### src/rtl/receiver_pkg.sv
// Shared types and elaboration helpers for the BPSK receiver demodulator.
package receiver_pkg;

   typedef enum logic [1:0] {
      IDLE      = 2'd0,
      CAL       = 2'd1,
      WAIT_SYNC = 2'd2,
      RECV      = 2'd3
   } state_e;

   localparam int COEF_W     = 2;
   // Room for up to eight 2-bit template coefficients.
   localparam int TEMPLATE_W = 16;

   function automatic int clog2(input int v);
      int r;
      r = 0;
      while ((1 << r) < v) r++;
      return r;
   endfunction

   function automatic int acc_width(input int sample_w, input int cal_samples, input int spb);
      return sample_w + 2 + clog2((cal_samples > spb) ? cal_samples : spb);
   endfunction

   function automatic logic [COEF_W-1:0] tmpl_coef(input logic [TEMPLATE_W-1:0] tmpl, input int idx);
      return tmpl[COEF_W*idx +: COEF_W];
   endfunction

endpackage

### src/rtl/receiver_byte_fifo.sv
// Byte FIFO for decoded receiver bytes; a pop frees its slot for a push
// in the same cycle, so push+pop while full is accepted.
module receiver_byte_fifo
   import receiver_pkg::*;
#(
   parameter int DEPTH = 4
) (
   input  logic       clock_i,
   input  logic       reset_i,
   input  logic       push_i,
   input  logic [7:0] push_data_i,
   input  logic       pop_i,
   output logic [7:0] data_o,
   output logic       valid_o,
   output logic       full_o
);

   localparam int PTR_W = (DEPTH > 1) ? clog2(DEPTH) : 1;
   localparam int CNT_W = clog2(DEPTH + 1);

   logic [7:0]       mem_q [DEPTH];
   logic [PTR_W-1:0] rd_q, rd_d, wr_q, wr_d;
   logic [CNT_W-1:0] count_q, count_d;
   logic             do_push, do_pop;

   function automatic logic [PTR_W-1:0] inc(input logic [PTR_W-1:0] p);
      return (p == PTR_W'(DEPTH - 1)) ? '0 : p + PTR_W'(1);
   endfunction

   assign valid_o = (count_q != '0);
   assign full_o  = (count_q == CNT_W'(DEPTH));
   assign data_o  = mem_q[rd_q];

   always_comb begin
      do_pop  = pop_i && valid_o;
      do_push = push_i && (!full_o || do_pop);
      rd_d    = do_pop  ? inc(rd_q) : rd_q;
      wr_d    = do_push ? inc(wr_q) : wr_q;
      count_d = count_q + CNT_W'(do_push) - CNT_W'(do_pop);
   end

   always_ff @(posedge clock_i) begin
      if (reset_i) begin
         rd_q    <= '0;
         wr_q    <= '0;
         count_q <= '0;
         for (int i = 0; i < DEPTH; i++) mem_q[i] <= '0;
      end else begin
         rd_q    <= rd_d;
         wr_q    <= wr_d;
         count_q <= count_d;
         if (do_push) mem_q[wr_q] <= push_data_i;
      end
   end

endmodule

### src/rtl/receiver_bpsk_demod.sv
// BPSK bit demodulator: preamble phase calibration, per-bit template
// correlation, LSB-first byte assembly into an output FIFO.
//
// state     | meaning
// IDLE      | after reset, waiting for cal_start
// CAL       | accumulating preamble against every template rotation
// WAIT_SYNC | calibrated, waiting for sync_in with a valid sample
// RECV      | correlating bits of a frame
module receiver_bpsk_demod
   import receiver_pkg::*;
#(
   parameter int                    SAMPLE_W        = 8,
   parameter int                    MIDPOINT        = 127,
   parameter int                    CARRIER_P       = 3,
   parameter logic [TEMPLATE_W-1:0] TEMPLATE        = 16'h0034,
   parameter int                    SAMPLES_PER_BIT = 45,
   parameter int                    CAL_SAMPLES     = 45,
   parameter int                    FRAME_BYTES     = 6,
   parameter int                    FIFO_DEPTH      = 4
) (
   input  logic                          clock,
   input  logic                          reset,
   input  logic                          sample_valid,
   input  logic [SAMPLE_W-1:0]           ad,
   input  logic                          cal_start,
   input  logic                          sync_in,
   output logic                          sync_out,
   output logic [7:0]                    out_data,
   output logic                          out_valid,
   input  logic                          out_ready,
   output logic                          cal_done,
   output logic [clog2(CARRIER_P)-1:0]   cal_phase,
   output logic                          overflow
);

   localparam int PH_W  = clog2(CARRIER_P);
   localparam int ACC_W = acc_width(SAMPLE_W, CAL_SAMPLES, SAMPLES_PER_BIT);
   localparam int MAX_N = (CAL_SAMPLES > SAMPLES_PER_BIT) ? CAL_SAMPLES : SAMPLES_PER_BIT;
   localparam int CNT_W = clog2(MAX_N + 1);

   state_e                   state_q, state_d;
   logic [PH_W-1:0]          ph_q, ph_d, cal_phase_q, cal_phase_d;
   logic [CNT_W-1:0]         cnt_q, cnt_d;
   logic signed [ACC_W-1:0]  cal_acc_q [CARRIER_P];
   logic signed [ACC_W-1:0]  cal_acc_d [CARRIER_P];
   logic signed [ACC_W-1:0]  acc_q, acc_d, acc_base;
   logic                     pend_q, pend_d, cal_done_q, cal_done_d, armed_q, armed_d;
   logic                     overflow_q, overflow_d;
   logic [2:0]               bit_cnt_q, bit_cnt_d;
   logic [7:0]               byte_q, byte_d, byte_cnt_q, byte_cnt_d, byte_nxt;
   logic                     bit_dec, push, fifo_pop, fifo_full;
   logic signed [SAMPLE_W:0] c;
   logic signed [ACC_W-1:0]  c_ext;
   int                       best;

   assign c     = $signed({1'b0, ad}) - $signed((SAMPLE_W + 1)'(MIDPOINT));
   assign c_ext = {{(ACC_W - SAMPLE_W - 1){c[SAMPLE_W]}}, c};

   // Coefficients are only 0/+1/-1, so the product is a select or negate.
   function automatic logic signed [ACC_W-1:0] term(input logic [PH_W-1:0] ph, input int rot,
                                                    input logic signed [ACC_W-1:0] x);
      int s;
      s = int'(ph) + rot;
      if (s >= CARRIER_P) s = s - CARRIER_P;
      case (tmpl_coef(TEMPLATE, s))
         2'b01:   return x;
         2'b11:   return -x;
         default: return '0;
      endcase
   endfunction

   always_comb begin
      state_d     = state_q;
      ph_d        = ph_q;
      cnt_d       = cnt_q;
      cal_acc_d   = cal_acc_q;
      acc_d       = acc_q;
      acc_base    = acc_q;
      pend_d      = pend_q;
      cal_phase_d = cal_phase_q;
      cal_done_d  = cal_done_q;
      bit_cnt_d   = bit_cnt_q;
      byte_d      = byte_q;
      byte_cnt_d  = byte_cnt_q;
      bit_dec     = !acc_q[ACC_W-1] && (acc_q != '0);
      byte_nxt    = {bit_dec, byte_q[7:1]};
      push        = 1'b0;
      sync_out    = 1'b0;
      best        = 0;

      if (cal_start)
         ph_d = '0;
      else if (sample_valid)
         ph_d = (ph_q == PH_W'(CARRIER_P - 1)) ? '0 : ph_q + PH_W'(1);

      if (cal_start) begin
         state_d    = CAL;
         cal_done_d = 1'b0;
         cnt_d      = '0;
         pend_d     = 1'b0;
         acc_d      = '0;
         bit_cnt_d  = '0;
         byte_d     = '0;
         byte_cnt_d = '0;
         for (int r = 0; r < CARRIER_P; r++) cal_acc_d[r] = '0;
      end else begin
         case (state_q)
            CAL: begin
               if (pend_q) begin
                  for (int r = 1; r < CARRIER_P; r++)
                     if (cal_acc_q[r] > cal_acc_q[best]) best = r;
                  cal_phase_d = PH_W'(best);
                  cal_done_d  = 1'b1;
                  pend_d      = 1'b0;
                  cnt_d       = '0;
                  state_d     = WAIT_SYNC;
               end else if (sample_valid) begin
                  for (int r = 0; r < CARRIER_P; r++)
                     cal_acc_d[r] = cal_acc_q[r] + term(ph_q, r, c_ext);
                  cnt_d = cnt_q + CNT_W'(1);
                  if (cnt_q == CNT_W'(CAL_SAMPLES - 1)) pend_d = 1'b1;
               end
            end
            WAIT_SYNC: begin
               if (sync_in && armed_q && sample_valid) begin
                  state_d    = RECV;
                  acc_d      = term(ph_q, int'(cal_phase_q), c_ext);
                  cnt_d      = CNT_W'(1);
                  pend_d     = 1'b0;
                  bit_cnt_d  = '0;
                  byte_d     = '0;
                  byte_cnt_d = '0;
               end
            end
            RECV: begin
               if (!sync_in) begin
                  state_d    = WAIT_SYNC;
                  acc_d      = '0;
                  cnt_d      = '0;
                  pend_d     = 1'b0;
                  bit_cnt_d  = '0;
                  byte_d     = '0;
                  byte_cnt_d = '0;
               end else begin
                  if (pend_q) begin
                     byte_d    = byte_nxt;
                     bit_cnt_d = bit_cnt_q + 3'd1;
                     acc_base  = '0;
                     pend_d    = 1'b0;
                     if (bit_cnt_q == 3'd7) begin
                        push = 1'b1;
                        if (byte_cnt_q == 8'(FRAME_BYTES - 1)) begin
                           sync_out   = 1'b1;
                           state_d    = WAIT_SYNC;
                           byte_cnt_d = '0;
                        end else begin
                           byte_cnt_d = byte_cnt_q + 8'd1;
                        end
                     end
                  end
                  acc_d = acc_base;
                  // A sample may land in the decision cycle; it starts the next bit.
                  if (sample_valid && state_d == RECV) begin
                     acc_d = acc_base + term(ph_q, int'(cal_phase_q), c_ext);
                     if (cnt_q == CNT_W'(SAMPLES_PER_BIT - 1)) begin
                        cnt_d  = '0;
                        pend_d = 1'b1;
                     end else begin
                        cnt_d = cnt_q + CNT_W'(1);
                     end
                  end
               end
            end
            default: ;
         endcase
      end

      // A completed frame must see sync_in low before the next one may start.
      if (!sync_in)
         armed_d = 1'b1;
      else if (sync_out)
         armed_d = 1'b0;
      else
         armed_d = armed_q;

      overflow_d = overflow_q | (push & fifo_full & ~fifo_pop);
   end

   always_ff @(posedge clock) begin
      if (reset) begin
         state_q     <= IDLE;
         ph_q        <= '0;
         cnt_q       <= '0;
         acc_q       <= '0;
         pend_q      <= 1'b0;
         cal_phase_q <= '0;
         cal_done_q  <= 1'b0;
         armed_q     <= 1'b1;
         overflow_q  <= 1'b0;
         bit_cnt_q   <= '0;
         byte_q      <= '0;
         byte_cnt_q  <= '0;
         for (int r = 0; r < CARRIER_P; r++) cal_acc_q[r] <= '0;
      end else begin
         state_q     <= state_d;
         ph_q        <= ph_d;
         cnt_q       <= cnt_d;
         acc_q       <= acc_d;
         pend_q      <= pend_d;
         cal_phase_q <= cal_phase_d;
         cal_done_q  <= cal_done_d;
         armed_q     <= armed_d;
         overflow_q  <= overflow_d;
         bit_cnt_q   <= bit_cnt_d;
         byte_q      <= byte_d;
         byte_cnt_q  <= byte_cnt_d;
         cal_acc_q   <= cal_acc_d;
      end
   end

   assign fifo_pop  = out_valid && out_ready;
   assign cal_done  = cal_done_q;
   assign cal_phase = cal_phase_q;
   assign overflow  = overflow_q;

   receiver_byte_fifo #(.DEPTH(FIFO_DEPTH)) u_fifo (
      .clock_i     (clock),
      .reset_i     (reset),
      .push_i      (push),
      .push_data_i (byte_nxt),
      .pop_i       (out_ready),
      .data_o      (out_data),
      .valid_o     (out_valid),
      .full_o      (fifo_full)
   );

endmodule

### config.mk
export PLATFORM = sky130hd
export DESIGN_NAME = receiver_bpsk_demod
export DESIGN_NICKNAME = d
export VERILOG_FILES = /design/src/rtl/receiver_pkg.sv /design/src/rtl/receiver_byte_fifo.sv /design/src/rtl/receiver_bpsk_demod.sv
export SDC_FILE = /design/constraint.sdc
export NUM_CORES = 1
export LEC_CHECK = 0
export ABC_AREA = 1
export CELL_PAD_IN_SITES_DETAIL_PLACEMENT = 0
export CELL_PAD_IN_SITES_GLOBAL_PLACEMENT = 1
export CORE_MARGIN = 5
export CORE_UTILIZATION = 50
export DETAILED_ROUTE_END_ITERATION = 6
export PLACE_DENSITY_LB_ADDON = 0.3
export SKIP_CTS_REPAIR_TIMING = 1
export SLEW_MARGIN = 20
export SYNTH_ARGS = -nofsm -noshare
export SYNTH_HDL_FRONTEND = slang
export SYNTH_HIERARCHICAL = 1
export SYNTH_SLANG_ARGS = --single-unit
### constraint.sdc
create_clock -name clock -period 11.4 [get_ports clock]
set_input_delay 2.28 -clock clock [delete_from_list [all_inputs] [get_ports clock]]
set_output_delay 2.28 -clock clock [all_outputs]
set_load 0.02 [all_outputs]
# Word-level counts from Yosys, hierarchy flattened
# Memories as Yosys holds them, arrays and structs flattened. A register that Yosys moved wholly into a read port is not among the register bits.
# Index checks and enable logic that the tools add are counted.
totals:
  ff_bits: 106
  mem_bits_rw: 32
  input_bits: 14
  elab_cells: 239
  n_memories: 1
memory_table:
  columns: ["name", "words", "word_bits", "rd", "rd_ports_with_merged_regs", "wr", "line_no", "source"]
  rows:
  - ["u_fifo.mem_q", 4, 8, 1, 1, 4, "receiver_byte_fifo.sv:21", "logic [7:0] mem_q [DEPTH];"]
classes:
  addsub: 21
  order_cmp: 7
  eq_ne: 29
  shifts: 5
  mux: 122
  bitwise_logic: 8
  n_reduce_logical: 27
ops:
  columns: ["op", "count"]
  rows:
  - ["31-bit two-way mux", 23]
  - ["16-bit two-way mux", 25]
  - ["16-bit one-hot mux with 2 select lines", 6]
  - ["16-bit by 32-bit variable part select with 2-bit output, first input constant", 5]
  - ["32-bit two-way mux", 3]
  - ["16-bit adder", 4]
  - ["8-bit two-way mux", 8]
  - ["6-bit two-way mux", 6]
  - ["16-bit binary-select mux with 2-bit select", 1]
  - ["32-bit by 3-bit greater-or-equal comparator with 1-bit output, second input constant", 1]
  - ["16-bit > comparator", 2]
  - ["2-bit two-way mux", 16]
  - ["32-bit NOT", 1]
  - ["8-bit one-hot mux with 2 select lines", 2]
  - ["1-bit two-way mux", 25]
  - ["2-bit equality test, second input constant", 11]
  - ["3-bit inequality test, second input constant", 6]
  - ["6-bit one-hot mux with 3 select lines", 1]
  - ["9-bit negator with 16-bit output", 1]
  - ["16-bit nonzero test", 1]
  - ["3-bit AND reduction", 5]
  - ["2-bit by 1-bit equality test with 1-bit output, second input constant", 6]
  - ["3-bit by 2-bit subtractor with 4-bit output, second input constant", 3]
  - ["3-bit by 2-bit greater-or-equal comparator with 1-bit output, second input constant", 3]
  - ["other kinds (33)", 54]

# Logic depth before layout (Yosys ltp)
depth:
  word_depth: 24
  mapped_depth: 26
  ltp_nobuf: 26

# Modules after synthesis
# Netlist, hierarchy kept.
by_module_without_submodules:
  columns: ["mod", "instances", "cells_each", "area_each_um2", "seq_area_each_um2"]
  rows:
  - ["receiver_bpsk_demod", 1, 1439, 9211.3, 1961.9]
  - ["receiver_byte_fifo", 1, 180, 1884.3, 1141.1]

# Worst setup path after synthesis
# No wires, ideal clock.
synth_path:
  path_type: "input -> output"
  from: "in sync_in"
  to: "out sync_out"
  t_arrival_ps: 3883
  slack_ps: 5237
  stages: 7
  n_path_buf: 1
  cell_sequence: "nand2_1 -> nor2_1 -> buf_4 -> inv_1 -> nor3_1 -> inv_1 -> nor2_1"
synth_via:
  elab_chain_cells: 3
synth_rtl:
  columns: ["item", "line_no", "source"]
  rows:
  - ["start: declaration", "receiver_bpsk_demod.sv:26", "input logic sync_in,"]
  - ["1-bit two-way mux", "receiver_bpsk_demod.sv:136", "if (!sync_in) begin"]
  - ["1-bit two-way mux", "receiver_bpsk_demod.sv:107", "case (state_q)"]
  - ["1-bit two-way mux", "receiver_bpsk_demod.sv:96", "if (cal_start) begin"]
  - ["end: declaration", "receiver_bpsk_demod.sv:27", "output logic sync_out,"]
# Every way passes these cells.

# Worst setup path in the final report
# Same ends and word-level chain as after synthesis.

==> reports/metrics.csv <==
stage,metric,value,unit
global_routing,track_usage,23.1,%
floorplan,dieArea,0.0253,mm²
yosys,synth_area,0.0111,mm²
yosys,async_flop_share,0,%
drt,ant_nets,0,
placement,gp_congestion,0.874,
placement,place_area,0.0115,mm²
clock_network,clkLatencyLatePin,0.44,ns
min_path,hp-class,register to register,
layout,finish.instance_area,0.0121,mm²
global_routing,first_global_vias,9859,
layout,syn_to_final_growth,9.44,%
yosys,avgSynthCellArea,6.85,µm²
clock_network,cts_max_path_buffers,2,
timing,rsz0062_at_grt,false,
timing,setup_tns,0,ns
yosys,yosys.area.top_type,dfxtp_1,
placement,port_buffers,27,
timing,worst-slew-pin-transition,1.05,ns
pwr,p_per_area,125,mW/mm²
timing,worst_slack,4.11,ns
layout,drive_gt1_share,5.67,%
pwr,total_leakage_power,0.00565,µW
yosys,synth.distinct_cells,54,
layout,layout.cells.most_common,nand2_1,
critical_path,cp.required,9.12,ns
layout,multi_input_area,0.00683,mm²
global_routing,grt_overflow,0,
clock_network,root_buffer,clkbuf_16,
layout,antenna_cells,0,
yosys,synth_top_area_share,19.3,%
yosys,netlist_instances,1619,
timing,fmax,0.137,GHz
yosys,syn_nets,1750,
yosys,ys_ff_latch,139,
placement,dp_hpwl,22.0,mm
clock_network,cts_buffers,17,
floorplan,io_pins,28,
min_path,min-delay-start,cnt_q[4],
drt,wire_per_inst,15.4,µm
drt,vias,10400,
floorplan,die_y,159,µm
timing,fin_crit,7.29,ns
critical_path,cp.arrival,5.01,ns
yosys,ys_top_cells_by_area,"dfxtp_1 19%, ha_1 13%, nand2_1 10%",
yosys,ys.flop_type,dfxtp_1,
critical_path,reg2regPathDepth,22,
yosys,yosysSeqAreaShare,28.0,%
layout,final_cell_mix,"304 x nand2_1, 242 x inv_1, 165 x a21oi_1",
pwr,irDropWorstVdd,0.0878,mV
drt,totalWireLength,29.6,mm
flow_run,drv_cap,0,
drt,drt_first_pass_iters,5,
layout,nets,1757,
critical_path,r2r-start,cal_phase[0],
clock_network,cts_tree,built,
yosys,yosysWarningCount,6,
yosys,synth_edf_count,32,
timing,maxSlewViolCount,0,
timing,period_share,64.0,%
floorplan,core,0.0218,mm²
placement,place_ws,4.09,ns
min_path,hold_path_end,cnt_q[4],
timing,setup_viol,0,
min_path,hold_depth,1,
floorplan,std_cell_rows,54,
global_routing,grt_start_max_net_pins,52,
layout,seq_area,0.00310,mm²
clock_network,clkSlewWorstSetupHoldPaths,0.07,ns
drt,drt_iter0_drc,598,
global_routing,grt_pass1_wl,48.8,mm
critical_path,cp-end-kind,primary output,
floorplan,initial_core_util,50.8,%
global_routing,grt_antenna_before_repair,0,
drt,route.detailed.drc,0,
outcome,status,"complete, no violations",
clock_network,clock-sinks,139,
timing,clock_skew,0.0119,ns
critical_path,cp-start-kind,input port,
critical_path,cp_max_fo,13,
critical_path,r2r_slack,6.96,ns
timing,hold_ws,0.449,ns
floorplan,dieWidth,159,µm
pwr,power.total,1520,µW
critical_path,critPathKind,input port to primary output,
timing,finalHoldViolations,0,
timing,maxSlewHeadroom,29.0,%
critical_path,reg2reg_to,acc_q[10],
drt,routed_via_density,5.43,
layout,nFillCells,2186,
clock_network,cts-htree-levels,4,
-- cell type report --
class | instances | share of cell area [%]
Multi-Input combinational cell | 1181 | 56.2
Sequential cell | 139 | 25.6
Clock buffer | 17 | 3.50
Tap cell | 280 | 2.89
Timing Repair Buffer | 32 | 2.53
Inverter | 255 | 7.88
Clock inverter | 15 | 1.40
-- per-stage QoR --
| step | utilization [%] | std cells |
|---|---|---|
| detailed placement | 52.9 | 1887 |
| CTS | 55.6 | 1919 |
| finish | 55.6 | 1919 |
| global route | 55.6 | 1919 |
| floorplan | - | 1619 |
| global placement | 52.9 | 1887 |
-- kinds of logic (layout without fill, tap and decap cells) --
group | Yosys count | count (layout) | synth area share, %
simple gates | 617 | 617 | 24.5
compound gates | 411 | 411 | 20.5
buf+inv | 299 | 319 | 10.6
flops | 139 | 139 | 28.0
fa+ha+maj | 117 | 117 | 13.6
xor+xnor | 36 | 36 | 2.84
-- state kept, by name (all words and copies together), names as in the netlist, 3 cells and up, named ones only --
register / flops
acc_q: 16
bit_cnt_q: 3
byte_cnt_q: 8
byte_q: 7
cal_acc_q: 48
cnt_q: 6
u_fifo/count_q: 3
u_fifo/mem_q: 32
-- power by group --
group / switching, µW / leakage (µW) / total [µW] / internal [µW]
clock: 268 / 0.000284 / 563 / 296
combinational: 258 / 0.00420 / 406 / 148
sequential: 24.4 / 0.00117 / 550 / 525
total: 550 / 0.00565 / 1520 / 969
-- cell usage after synthesis, types with 12 or more instances --
cell and instances:
ha_1 111, dfxtp_1 107, o21ai_0 141, a21oi_1 165, buf_2 12, nand2_2 12, o21ai_1 12, xor2_1 25
clkbuf_1 25, o22ai_1 17, nand2_1 304, edfxtp_1 32, nand3_1 48, nor2_1 151, o211ai_1 17, nand4_1 17
nor3_1 40, inv_1 242
-- worst max-delay path, cell delays in order --
cell,delay [ns]
clkdlybuf4s50_1,0.53
nand2_1,0.10
nor2_1,0.74
inv_1,0.19
nor3_1,0.18
buf_4,0.21
inv_1,0.07
nor2_1,0.11
clkdlybuf4s50_1,0.61
-- per-layer routing --
layer	track usage, %	vias to the layer above	wire length (µm)
li1	-	5413	-
met1	29.7	4775	13400
met2	40.6	193	14500
met3	3.03	46	1160
met4	6.28	0	574
met5	0	-	0
-- worst max path at each step --
stage	startpoint	endpoint	cells after the start
final	sync_in	sync_out	9
after floorplan	sync_in	sync_out	7
after global routing	sync_in	sync_out	9
after detailed placement	sync_in	sync_out	9
after global placement	sync_in	sync_out	9
after CTS	sync_in	sync_out	9
Note: power is estimated with default switching activity, not from simulation.
